`src/rtl/imem_pkg.sv`:
```
// Shared constants and types for the instruction-memory ROM controller.
// The build option IMEM_PREFETCH_EN (see imem_rom_ctrl) does not affect this package.
package imem_pkg;

    // SLL $0,$0,0 encodes as all zeros; it is returned for every rejected fetch
    localparam logic [31:0] NOP_WORD  = 32'h0000_0000;

    // CPU-view address of ROM byte 0; the controller itself only sees offsets
    localparam logic [31:0] TEXT_BASE = 32'h0040_0000;

    // The single non-NOP word of the current program image (word index 5)
    localparam logic [31:0] IMG_WORD5 = 32'h0040_8010;

    // Wait-state counter width (WAIT_CYCLES ranges over 0..15)
    localparam int CNT_W = 4;

    // Byte-offset bits below the word index
    localparam int BYTE_OFS_W = 2;

    typedef enum logic [1:0] {
        IDLE = 2'd0,
        WAIT = 2'd1,
        RESP = 2'd2
    } imem_state_e;

endpackage

```
`src/rtl/imem_rom_table.sv`:
```
// Combinational program image: word index in, instruction word out.
// Words 0..4 are NOP, word 5 carries the image word, everything else is NOP.
module imem_rom_table
    import imem_pkg::*;
#(
    parameter int IDX_W  = 12,
    parameter int DATA_W = 32
) (
    input  logic [IDX_W-1:0]  idx,
    output logic [DATA_W-1:0] word
);

    // Lookup decoded on the full index width so no alias can hit word 5
    always_comb begin
        word = DATA_W'(NOP_WORD);
        if (idx == IDX_W'(5)) begin
            word = DATA_W'(IMG_WORD5);
        end
    end

endmodule

```
`src/rtl/imem_rom_ctrl.sv`:
```
// Clocked instruction ROM controller: req/ready fetch handshake, WAIT_CYCLES
// wait states, one registered rvalid/rdata/err response per accepted request.
// Handshake: a request is taken on a rising edge where req=1 and ready=1;
// req while ready=0 is ignored. rvalid is a one-cycle pulse and rdata/err
// are only meaningful while rvalid=1.
// Build option: define IMEM_PREFETCH_EN to add a one-entry sequential
// prefetch buffer (pf_idx/pf_data/pf_valid) filled while the block is idle.
// Current FSM state is visible on state_q for external checkers.
module imem_rom_ctrl
    import imem_pkg::*;
#(
    parameter int ADDR_W      = 14,
    parameter int DATA_W      = 32,
    parameter int DEPTH       = 1024,
    parameter int WAIT_CYCLES = 2
) (
    input  logic              clk,
    input  logic              rst_n,
    input  logic              req,
    input  logic [ADDR_W-1:0] addr,
    output logic              ready,
    output logic [DATA_W-1:0] rdata,
    output logic              rvalid,
    output logic              err
);

    localparam int IDX_W = ADDR_W - BYTE_OFS_W;
    localparam logic [31:0]      DEPTH_U   = 32'(DEPTH);
    localparam logic [CNT_W-1:0] WAIT_LOAD = (WAIT_CYCLES > 0) ? CNT_W'(WAIT_CYCLES - 1) : '0;

    imem_state_e       state_q, state_d;
    logic [CNT_W-1:0]  cnt_q, cnt_d;
    logic [ADDR_W-1:0] addr_q;
    logic [DATA_W-1:0] rdata_q;
    logic              err_q;

    logic              accept;
    logic [IDX_W-1:0]  req_idx, lat_idx, tbl_idx;
    logic [DATA_W-1:0] tbl_word;
    logic [DATA_W-1:0] resp_data;
    logic              resp_err;

    // Prefetch interface into the main FSM (tied off when the option is absent)
    logic              pf_hit;
    logic              pf_follow;
    logic [CNT_W-1:0]  pf_follow_cnt;
    logic [DATA_W-1:0] pf_data;

    function automatic logic fetch_bad(input logic [ADDR_W-1:0] a);
        return (a[1:0] != 2'b00) || (32'(a[ADDR_W-1:BYTE_OFS_W]) >= DEPTH_U);
    endfunction

    assign accept  = req & ready;
    assign req_idx = addr[ADDR_W-1:BYTE_OFS_W];
    assign lat_idx = addr_q[ADDR_W-1:BYTE_OFS_W];

    imem_rom_table #(.IDX_W(IDX_W), .DATA_W(DATA_W)) u_table (
        .idx  (tbl_idx),
        .word (tbl_word)
    );

    // State register and wait counter
    always_ff @(posedge clk or negedge rst_n) begin
        if (!rst_n) begin
            state_q <= IDLE;
            cnt_q   <= '0;
        end else begin
            state_q <= state_d;
            cnt_q   <= cnt_d;
        end
    end

    // Next-state logic: accept from IDLE or RESP, count down in WAIT
    always_comb begin
        state_d = state_q;
        cnt_d   = cnt_q;
        unique case (state_q)
            IDLE, RESP: begin
                if (accept) begin
                    if (pf_hit || (pf_follow && pf_follow_cnt == '0) || WAIT_CYCLES == 0) begin
                        state_d = RESP;
                    end else begin
                        state_d = WAIT;
                        cnt_d   = pf_follow ? (pf_follow_cnt - CNT_W'(1)) : WAIT_LOAD;
                    end
                end else if (state_q == RESP) begin
                    state_d = IDLE;
                end
            end
            WAIT: begin
                if (cnt_q == '0) begin
                    state_d = RESP;
                end else begin
                    cnt_d = cnt_q - CNT_W'(1);
                end
            end
            default: state_d = IDLE;
        endcase
    end

    // FSM outputs: ready everywhere but WAIT, rvalid only in RESP
    always_comb begin
        ready  = (state_q != WAIT);
        rvalid = (state_q == RESP);
    end

    // Response source: live request when answering at once, else the latched one
    always_comb begin
        tbl_idx  = accept ? req_idx : lat_idx;
        resp_err = accept ? fetch_bad(addr) : fetch_bad(addr_q);
        if (resp_err) begin
            resp_data = DATA_W'(NOP_WORD);
        end else if (accept && pf_hit) begin
            resp_data = pf_data;
        end else begin
            resp_data = tbl_word;
        end
    end

    // Address latch and registered response, loaded on entry to RESP
    always_ff @(posedge clk or negedge rst_n) begin
        if (!rst_n) begin
            addr_q  <= '0;
            rdata_q <= '0;
            err_q   <= 1'b0;
        end else begin
            if (accept) begin
                addr_q <= addr;
            end
            if (state_d == RESP) begin
                rdata_q <= resp_data;
                err_q   <= resp_err;
            end
        end
    end

    assign rdata = rdata_q;
    assign err   = err_q;

`ifdef IMEM_PREFETCH_EN
    logic              pf_valid_q;
    logic              pf_busy_q;
    logic [IDX_W-1:0]  pf_idx_q;
    logic [CNT_W-1:0]  pf_cnt_q;
    logic [DATA_W-1:0] pf_data_q;
    logic [DATA_W-1:0] pf_word;
    logic [IDX_W-1:0]  next_idx;
    logic              next_ok;
    logic              req_aligned;

    assign next_idx    = lat_idx + IDX_W'(1);
    assign next_ok     = (32'(lat_idx) + 32'd1) < DEPTH_U;
    assign req_aligned = (addr[1:0] == 2'b00);

    // An aligned request for the buffered or in-flight index
    assign pf_hit        = pf_valid_q && req_aligned && (req_idx == pf_idx_q);
    assign pf_follow     = pf_busy_q && req_aligned && (req_idx == pf_idx_q);
    assign pf_follow_cnt = pf_cnt_q;
    assign pf_data       = pf_data_q;

    imem_rom_table #(.IDX_W(IDX_W), .DATA_W(DATA_W)) u_pf_table (
        .idx  (pf_idx_q),
        .word (pf_word)
    );

    // Prefetch buffer: start after a clean idle response, fill after the countdown
    always_ff @(posedge clk or negedge rst_n) begin
        if (!rst_n) begin
            pf_valid_q <= 1'b0;
            pf_busy_q  <= 1'b0;
            pf_idx_q   <= '0;
            pf_cnt_q   <= '0;
            pf_data_q  <= '0;
        end else begin
            if (state_q == RESP && err_q) begin
                pf_valid_q <= 1'b0;
            end
            if (accept) begin
                // A matching request takes over the countdown in the main FSM
                pf_busy_q <= 1'b0;
            end else if (state_q == RESP && !err_q && next_ok) begin
                pf_idx_q   <= next_idx;
                pf_valid_q <= 1'b0;
                pf_busy_q  <= 1'b1;
                pf_cnt_q   <= WAIT_LOAD;
            end else if (pf_busy_q && state_q == IDLE) begin
                if (pf_cnt_q == '0) begin
                    pf_data_q  <= pf_word;
                    pf_valid_q <= 1'b1;
                    pf_busy_q  <= 1'b0;
                end else begin
                    pf_cnt_q <= pf_cnt_q - CNT_W'(1);
                end
            end
        end
    end
`else
    assign pf_hit        = 1'b0;
    assign pf_follow     = 1'b0;
    assign pf_follow_cnt = '0;
    assign pf_data       = '0;
`endif

endmodule

```
`config.mk`:
```
export PLATFORM = sky130hd
export DESIGN_NAME = imem_rom_ctrl
export DESIGN_NICKNAME = d
export VERILOG_FILES = /design/src/rtl/imem_pkg.sv /design/src/rtl/imem_rom_table.sv /design/src/rtl/imem_rom_ctrl.sv
export SDC_FILE = /design/constraint.sdc
export NUM_CORES = 1
export LEC_CHECK = 0
export BUFFER_PORTS_ARGS = -buffer_cell sky130_fd_sc_hd__buf_4
export CAP_MARGIN = 20
export CORE_MARGIN = 4
export CORE_UTILIZATION = 40
export CTS_CLUSTER_DIAMETER = 40
export DETAILED_ROUTE_END_ITERATION = 6
export PLACE_DENSITY = 0.6
export SLEW_MARGIN = 0
export SYNTH_ARGS = -nofsm -noshare
export SYNTH_HDL_FRONTEND = slang
export SYNTH_HIERARCHICAL = 1
export SYNTH_SLANG_ARGS = --single-unit
```
`constraint.sdc`:
```
create_clock -name clk -period 5.27 [get_ports clk]
set_input_delay 1.054 -clock clk [delete_from_list [all_inputs] [get_ports clk]]
set_output_delay 1.054 -clock clk [all_outputs]
set_load 0.005 [all_outputs]
```
==> results.txt, run 1 <==
status - finished clean
total negative setup slack - 0 ns
Die Height - 88.74 µm
total global routing overflow - 0
clock latency on the worst-skew pair - 0.30 ns
TritonCTS Buffers - 5
Worst Max-Slew Pin Slew - 0.7841 ns
DIE AREA - 0.007875 mm²
io pins - 52
Worst Hold Class - flip-flop to flip-flop
worst path arrival time - 1.63 ns
synth top area cells - dfrtp_1 (51%), o21ai_1 (12%), buf_4 (9.5%), mux2_4 (5.8%), nand2_1 (5.0%)
Layout area overhead - 13.82%
largest family of logic cells by synthesized area - buffers and inverters
largest net degree at the start of global routing - 54
final worst-path cycle share - 50.89%
# placed instances - 358
maxcap violations - 0
GRT met2 Usage - 21.19%
Synth area leader - dfrtp_1
Final Power - 1.639 mW
Worst IR Drop VDD - 0.2299 mV
xor/xnor share of the synthesized area - 0%
Synth Area in Adders - 0.9597%
chip width - 88.74 µm
Starting Density - 41.06%
GRT met1 Usage - 19.01%
clock skew - 0.003081 ns
Post-synth EDFFs - 0
Primary FF master, synth - dfrtp_1
Final setup viols - 0
Critical Path RT - 4.22 ns
layout cells sized above 1 - 28.03%
Max clock buf depth - 2
ant diodes - 0
NumNets Final - 307
Lkg Pwr - 1.396 nW
Tot GR Track Use - 13.83%
synthesized cell area - 0.002608 mm²
GR peak layer - met2
total number of yosys warnings - 6
Final Hold Viols - 0
vias post-DR - 1724
Distinct cells, synth - 35
Fmax - 372.9 MHz
first-pass GRT wire length - 8.480 mm
Routed wire per std cell - 13.74 µm
Clock Sink Count - 53
core area - 0.006350 mm²
vias in the first global route - 1713
Yosys reg bits - 53
DRT Pass-1 Iters - 4
kind of critical path - flip-flop to output pin
Synth Area in Compound Gates - 14.59%
Vias per Instance - 4.710
unrepaired setup endpoints after global routing - false
area share of the largest cell type after synthesis - 50.86%
Mean Syn Cell Area - 10.56 µm²
crit end category - output pin
PostCTS Resize Cnt - 0
final max-slew violation count - 0
TritonCTS clock tree - built
Fill cells - 586
Async SR Flop Fraction - 100.0%
Post-CTS Hold Fix Bufs - 0
met3 Usage GRT - 4.097%
initial antenna violation count - 0
DRT iter0 DRCs - 93
relative slew slack - 47.73%
Crit Path Max Fanout - 38
critical path launch point type - flip-flop
IO Port Bufs - 51
Seq/Total Area, Yosys - 50.86%
GP Congestion - 0.7654
clock period minus final worst setup slack - 2.682 ns
post-CTS setup buffers - 0
Root Buffer - clkbuf_8
Mapped Cells - 247
post-synthesis mux area share - 7.486%
non-filler cells, final - 366
top-count cell post-synth - o21ai_1
PwrDens - 552.4 mW/mm²
Post-Route WL - 5.029 mm
Post-synth top cells - o21ai_1 (62), dfrtp_1 (53), nand2_1 (35), buf_4 (33), mux2_4 (10)
residual antenna-violating net count after detailed routing - 0
simple-gate share of the synthesized area - 10.84%
H-tree depth - 2
clk slew on worst S/H paths - 0.10 ns
row count - 29
Post-route DRC - 0
hpwl dp - 3.297 mm
worst max-delay path, stage by stage (launching register included):
cell	delay [ns]
dfrtp_1	0.42
nand2b_2	0.57
buf_4	0.33
per-layer routing:
| layer | routed length, µm | vias up |
|---|---|---|
| li1 | - | 866 |
| met4 | 61 | 0 |
| met1 | 2339 | 822 |
| met5 | 0 | - |
| met2 | 2352 | 30 |
| met3 | 276 | 6 |
layout by cell type, fill, tap and decap left out, drive strengths merged, types with 2 or more instances in the layout:
cell type,count
buf,53
clkbuf,6
conb,29
dfrtp,53
ha,2
inv,4
mux2,14
nand2,36
nand2b,3
nor4,3
nor4b,2
o21ai,67
state kept, by name, indices dropped and copies added (netlist names):
| register | flops |
|---|---|
| addr_q | 14 |
| cnt_q | 4 |
| err | 1 |
| rdata | 32 |
| state_q | 2 |
worst paths after layout:
path | startpoint | end | slack (ns) | cells past startpoint
worst max register to register | state_q[1]$_DFF_PN0_ | rdata[4]$_DFFE_PN0N_ | 2.63 | 7
worst max-delay path | state_q[1]$_DFF_PN0_ | ready | 2.59 | 2
max in group asynchronous | rst_n | rdata[1]$_DFFE_PN0N_ | 4.02 | 1
worst min-delay path | addr_q[5]$_DFFE_PN0P_ | addr_q[5]$_DFFE_PN0P_ | 0.50 | 1
min in group asynchronous | rst_n | rdata[17]$_DFFE_PN0N_ | 0.76 | 1
worst min register to register | addr_q[5]$_DFFE_PN0P_ | addr_q[5]$_DFFE_PN0P_ | 0.50 | 1
layout make-up:
| class | count | area (µm²) | area share (%) |
|---|---|---|---|
| clock buffers | 6 | 82.58 | 2.782 |
| clock inverters | 2 | 37.54 | 1.265 |
| inverters | 4 | 15.01 | 0.5059 |
| multi-input cells | 171 | 992.2 | 33.43 |
| flip-flops and latches | 53 | 1326 | 44.69 |
| well taps | 77 | 96.34 | 3.246 |
| repair buffers | 53 | 417.9 | 14.08 |
per-stage QoR:
| stage | hold WS (ns) | util, % | area (µm²) | setup slack [ns] |
|---|---|---|---|---|
| 5_1_grt | 0.5225 | 46.74 | 2968 | 2.435 |
| 2_1_floorplan | 0.4636 | - | 2713 | 2.909 |
| 3_5_place_dp | 0.4787 | 44.85 | 2848 | 2.629 |
| 3_3_place_gp | 0.4756 | 44.41 | 2820 | 2.680 |
| 6_report | 0.5019 | 46.74 | 2968 | 2.588 |
| 4_1_cts | 0.5045 | 46.74 | 2968 | 2.567 |
where the power goes:
part	internal (mW)	leakage, nW	total [mW]	switching, mW
clock network	0.155	0.0574	0.292	0.137
registers	0.575	0.690	0.680	0.105
logic	0.338	0.648	0.668	0.331
total	1.07	1.40	1.64	0.572
kinds of logic (layout without fill, tap and decap cells):
| group | count (synthesis) | in the layout |
|---|---|---|
| AOI/OAI and AO/OA | 73 | 73 |
| DFF | 53 | 53 |
| and+or+nand+nor | 53 | 53 |
| buffers and inverters | 51 | 65 |
| muxes | 14 | 14 |
| adders and majority gates | 2 | 2 |
| other | 1 | 29 |
Power figures use the tool's default switching activity.
==> run 2: changes to the inputs <==
==> constraint.sdc (replaced) <==
create_clock -name clk -period 2.5 [get_ports clk]
set_input_delay 0.5 -clock clk [delete_from_list [all_inputs] [get_ports clk]]
set_output_delay 0.5 -clock clk [all_outputs]
set_load 0.005 [all_outputs]
==> results.txt, run 2 (synthesis gave the netlist of run 1 again) <==
status - finished clean
# placed instances - 360
total global routing overflow - 0
crit-path cells - nand2b_2, nand2_4, mux2_4, nor4b_1, and3_1, nand2_1, o21ai_1
Max clock buf depth - 2
Crit Path Max Fanout - 14
Layout area overhead - 12.09%
Routed wire per std cell - 13.65 µm
Crit path buffers/inverters - 0
Vias per Instance - 4.663
max reg flops - 32
crit end category - flip-flop
Critical Path RT - 2.74 ns
Clock Sink Count - 53
Worst Hold Class - input port to async pin
Post-route DRC - 0
residual antenna-violating net count after detailed routing - 0
commonest non-fill, non-tap cell in the layout - o21ai_1
H-tree depth - 2
Worst Reg2Reg Path Length in Cells - 7
clock period minus final worst setup slack - 2.097 ns
Worst IR Drop VDD - 0.4341 mV
ant diodes - 0
Die Height - 88.74 µm
TritonCTS clock tree - built
row count - 29
Post-Route WL - 5.025 mm
PwrDens - 1130 mW/mm²
Root Buffer - clkbuf_8
PostCTS Resize Cnt - 0
vias post-DR - 1716
clock latency on the worst-skew pair - 0.30 ns
max incr delay on CP - 0.43 ns
vias in the first global route - 1780
NumNets Final - 309
initial antenna violation count - 0
chip width - 88.74 µm
Lkg Pwr - 1.378 nW
kind of critical path - flip-flop to flip-flop
Slowest-stage cell, CP - dfrtp_1
DRT iter0 DRCs - 78
Tot GR Track Use - 14.33%
TritonCTS Buffers - 5
post-CTS setup buffers - 0
first-pass GRT wire length - 8.680 mm
RR Endpoint - rdata[15]$_DFFE_PN0N_
relative slew slack - 55.70%
clk slew on worst S/H paths - 0.09 ns
non-filler cells, final - 368
final max-slew violation count - 0
largest net degree at the start of global routing - 54
most frequent cells in the layout - o21ai_1 (62), buf_4 (55), dfrtp_1 (53)
critical path launch point type - flip-flop
io pins - 52
Post-CTS Hold Fix Bufs - 0
worst path arrival time - 2.33 ns
final worst-path cycle share - 83.87%
IO Port Bufs - 51
Final Hold Viols - 0
Fmax - 477.0 MHz
DRT Pass-1 Iters - 4
unrepaired setup endpoints after global routing - false
flop-to-flop setup slack - 0.40 ns
GP Congestion - 0.7397
Worst Max-Slew Pin Slew - 0.6644 ns
Fill cells - 611
r2r startpoint - state_q[1]$_DFF_PN0_
hpwl dp - 3.195 mm
delay-heaviest family, CP - simple AND/OR/NAND/NOR gates
DIE AREA - 0.007875 mm²
clock skew - 0.007080 ns
core area - 0.006350 mm²
Final setup viols - 0
total negative setup slack - 0 ns
Starting Density - 41.06%
maxcap violations - 0
layout cells sized above 1 - 27.49%
-- run 2: changes by cell type in the layout (fill, tap and decap cells not counted) --
| cell | delta |
|---|---|
| buf_4 | +3 |
| bufinv_16 | -1 |
| clkinvlp_4 | -1 |
| clkbuf_8 | -1 |
| clkbuf_1 | +3 |
| buf_16 | -1 |
-- run 2: metal layers --
metal	wire, µm	GRT usage, %	vias to the layer above
li1	-	-	863
met1	2395	19.13	820
met2	2349	22.67	27
met3	204	3.631	6
met4	75	4.945	0
met5	0	0	-
-- run 2: worst max path at each step --
stage / startpoint / end / slack, ns / cells past startpoint
2_1_floorplan: state_q[1]$_DFF_PN0_ / rdata[15]$_DFFE_PN0N_ / 0.47 / 10
5_1_grt: state_q[0]$_DFF_PN0_ / rdata[22]$_DFFE_PN0N_ / 0.19 / 7
3_5_place_dp: state_q[1]$_DFF_PN0_ / rdata[22]$_DFFE_PN0N_ / 0.44 / 7
4_1_cts: state_q[0]$_DFF_PN0_ / rdata[15]$_DFFE_PN0N_ / 0.33 / 7
6_report: state_q[1]$_DFF_PN0_ / rdata[15]$_DFFE_PN0N_ / 0.40 / 7
3_3_place_gp: state_q[1]$_DFF_PN0_ / rdata[4]$_DFFE_PN0N_ / 0.50 / 7
-- run 2: worst reg2reg max path, cell delays in order (launching register included) --
cell      delay (ns)
dfrtp_1         0.43
nand2b_2        0.22
nand2_4         0.23
mux2_4          0.34
nor4b_1         0.37
and3_1          0.27
nand2_1         0.07
o21ai_1         0.12
-- run 2: final cells by class --
class | count | area, µm² | area share (%)
clock buffer | 8 | 80.08 | 2.740
inverter | 4 | 15.01 | 0.5137
multi-input combinational | 171 | 992.2 | 33.95
tap | 77 | 96.34 | 3.296
timing repair buffer | 55 | 412.9 | 14.13
sequential | 53 | 1326 | 45.38
-- run 2: through the flow --
stage	utilization, %	instance area, µm²	worst slack [ns]	hold WS (ns)	power [mW]
finish	46.03	2923	0.4033	0.2318	3.302
global route	46.03	2923	0.1946	0.2798	3.595
CTS	46.03	2923	0.3288	0.2452	3.359
detailed placement	44.77	2843	0.4382	0.4811	2.869
global placement	44.77	2843	0.5019	0.4752	2.851
floorplan	-	2713	0.4745	0.2044	2.448
-- run 2: power by group --
part	internal, mW	switching (mW)
Sequential	1.21	0.216
Combinational	0.705	0.704
Clock	0.200	0.267
Total	2.12	1.19
==> run 3: changes to the inputs <==
--- a/config.mk
+++ b/config.mk
@@ -5,13 +5,14 @@
 export SDC_FILE = /design/constraint.sdc
 export NUM_CORES = 1
 export LEC_CHECK = 0
+export ABC_AREA = 1
 export BUFFER_PORTS_ARGS = -buffer_cell sky130_fd_sc_hd__buf_4
 export CAP_MARGIN = 20
 export CORE_MARGIN = 4
 export CORE_UTILIZATION = 40
 export CTS_CLUSTER_DIAMETER = 40
 export DETAILED_ROUTE_END_ITERATION = 6
-export PLACE_DENSITY = 0.6
+export PLACE_DENSITY = 0.62
 export SLEW_MARGIN = 0
 export SYNTH_ARGS = -nofsm -noshare
 export SYNTH_HDL_FRONTEND = slang
==> constraint.sdc (replaced) <==
create_clock -name clk -period 1.89 [get_ports clk]
set_input_delay 0.378 -clock clk [delete_from_list [all_inputs] [get_ports clk]]
set_output_delay 0.378 -clock clk [all_outputs]
set_load 0.005 [all_outputs]
==> results.txt, run 3 <==
clock period minus final worst setup slack - 1.623 ns
max reg flops - 32
most frequent cells in the layout - nand2_1 (117), dfrtp_1 (53), buf_4 (53)
PostCTS Resize Cnt - 0
Fmax - 616.2 MHz
total number of yosys warnings - 6
TritonCTS clock tree - built
Worst IR Drop VDD - 0.6100 mV
Primary FF master, synth - dfrtp_1
Crit Path Max Fanout - 18
Worst Hold Class - input port to async pin
total global routing overflow - 0
Clock power frac - 17.8%
Vias per Instance - 4.345
critical path launch point type - flip-flop
Final Power - 4.467 mW
total negative setup slack - 0 ns
final max-slew violation count - 0
Yosys reg bits - 53
initial antenna violation count - 0
io pins - 52
synthesized cell area - 0.002625 mm²
vias in the first global route - 1857
Post-synth top cells - nand2_1 (117), dfrtp_1 (53), buf_4 (34), nand4_1 (16), inv_1 (14)
register share of total power - 39.2%
Async SR Flop Fraction - 100.0%
Root Buffer - clkbuf_8
first-pass GRT wire length - 8.466 mm
maxcap violations - 0
post-CTS setup buffers - 0
hpwl dp - 3.433 mm
PwrDens - 1475 mW/mm²
Post-CTS Hold Fix Bufs - 0
kind of critical path - flip-flop to flip-flop
vias post-DR - 1825
combinational share of power - 43.0%
Worst Setup SP - state_q[1]$_DFF_PN0_
Hold WS - 0.09892 ns
chip width - 89.01 µm
Layout area overhead - 15.40%
Post-route DRC - 0
synth top area cells - dfrtp_1 (51%), nand2_1 (17%), buf_4 (9.7%), nand4_1 (3.8%), o21ai_2 (3.0%)
Final Hold Viols - 0
Tot GR Track Use - 13.69%
Distinct cells, synth - 28
DIE AREA - 0.007923 mm²
Routed wire per std cell - 12.00 µm
layout cells sized above 1 - 23.62%
final worst-path cycle share - 85.87%
clock skew - 0.01364 ns
Final Core Density - 47.70%
Final setup viols - 0
core area - 0.006350 mm²
crit end category - flip-flop
H-tree depth - 2
relative slew slack - 54.86%
Clock Sink Count - 53
Lkg Pwr - 1.628 nW
IO Port Bufs - 51
Max clock buf depth - 2
Synth area leader - dfrtp_1
largest net degree at the start of global routing - 54
area share of the largest cell type after synthesis - 50.52%
multi-input logic area - 0.001023 mm²
total internal power - 2.734 mW
row count - 29
sw power - 1.734 mW
GP Congestion - 0.7765
Fill cells - 614
Critical Path RT - 2.11 ns
Post-Route WL - 5.039 mm
NumNets Final - 361
Sw Share - 38.81%
DRT iter0 DRCs - 76
register area - 0.001326 mm²
Post-synth EDFFs - 0
clk slew on worst S/H paths - 0.09 ns
unrepaired setup endpoints after global routing - false
ant diodes - 0
Mean Syn Cell Area - 8.868 µm²
Seq/Total Area, Yosys - 50.52%
worst path arrival time - 1.85 ns
commonest non-fill, non-tap cell in the layout - nand2_1
Starting Density - 41.34%
status - finished clean
r2r startpoint - state_q[1]$_DFF_PN0_
clock latency on the worst-skew pair - 0.30 ns
Mapped Cells - 296
DRT Pass-1 Iters - 4
Die Height - 89.01 µm
residual antenna-violating net count after detailed routing - 0
TritonCTS Buffers - 5
top-count cell post-synth - nand2_1
Worst Max-Slew Pin Slew - 0.6772 ns
==> run 3: changes by cell type after synthesis, sizes merged, moves of 4 or more <==
cell,previous run,this run
nand4,0,16
mux2,14,0
inv,4,17
o21ai,67,20
nor2,1,13
nand2,36,123
nand3,0,4
==> run 3: metrics by stage <==
| step | cell area (µm²) | setup slack, ns | instances |
|---|---|---|---|
| after floorplan | 2730 | 0.2510 | 324 |
| after global placement | 2913 | 0.3443 | 412 |
| after detailed placement | 2913 | 0.2821 | 412 |
| after CTS | 3029 | 0.2680 | 420 |
| after global routing | 3029 | 0.1161 | 420 |
| final | 3029 | 0.2671 | 420 |
==> run 3: path summary, 6_finish.rpt <==
check | endpoint | slack, ns | depth (start not counted)
max in group asynchronous | addr_q[11]$_DFFE_PN0P_ | 1.33 | 1
setup / recovery | rdata[22]$_DFFE_PN0N_ | 0.27 | 13
setup reg to reg | rdata[22]$_DFFE_PN0N_ | 0.27 | 13
hold reg to reg | addr_q[5]$_DFFE_PN0P_ | 0.47 | 2
min in group clk | addr_q[0]$_DFFE_PN0P_ | 0.30 | 3
hold / removal | cnt_q[2]$_DFFE_PN0P_ | 0.1 | 1
==> run 3: layout make-up <==
cell class / count / share of cell area (%)
Sequential cell: 53 / 43.78
Multi-Input combinational cell: 212 / 33.79
Timing Repair Buffer: 53 / 13.14
Tap cell: 77 / 3.180
Clock buffer: 7 / 2.850
Inverter: 17 / 2.272
Clock inverter: 1 / 0.9913
==> run 3: kinds of logic (layout without fill, tap and decap cells) <==
kind of cell | after synthesis | after routing | synth area share, %
xor gates and xnor gates | 1 | 1 | 0.3337
buffers and inverters | 59 | 78 | 14.49
and+or+nand+nor | 157 | 157 | 27.74
adders and majority gates | 2 | 2 | 0.9531
other | 1 | 29 | 0.1429
AOI/OAI and AO/OA | 23 | 23 | 5.815
DFF | 53 | 53 | 50.52
==> run 3: worst max-delay path: stages (launching register included) <==
cell     delay (ns)
dfrtp_1        0.39
inv_2          0.08
nand2_4        0.10
nand2_8        0.15
inv_6          0.08
nand2_1        0.07
nand2_1        0.06
inv_1          0.05
nand2_1        0.04
nor2_1         0.12
nand2_1        0.07
nor2_2         0.15
nand2_1        0.07
o21ai_1        0.12
==> run 3: power groups by stage <==
stage          clock network, mW  registers (mW)  logic, mW
4_1_cts                    0.823            1.76       1.96
2_1_floorplan                  0            1.76       1.39
3_3_place_gp                   0            1.78       1.92
5_1_grt                    0.865            1.81       2.19
3_5_place_dp                   0            1.77       1.96
6_report                   0.795            1.75       1.92
==> run 3: layer usage <==
metal  share of wire [%]  vias to the layer above  track usage [%]
met5                   0                        -                0
met1                  47                      818            17.49
met2                  45                       38            22.81
li1                    -                      962                -
met3                 6.8                        7            3.779
met4                 1.3                        0            4.060
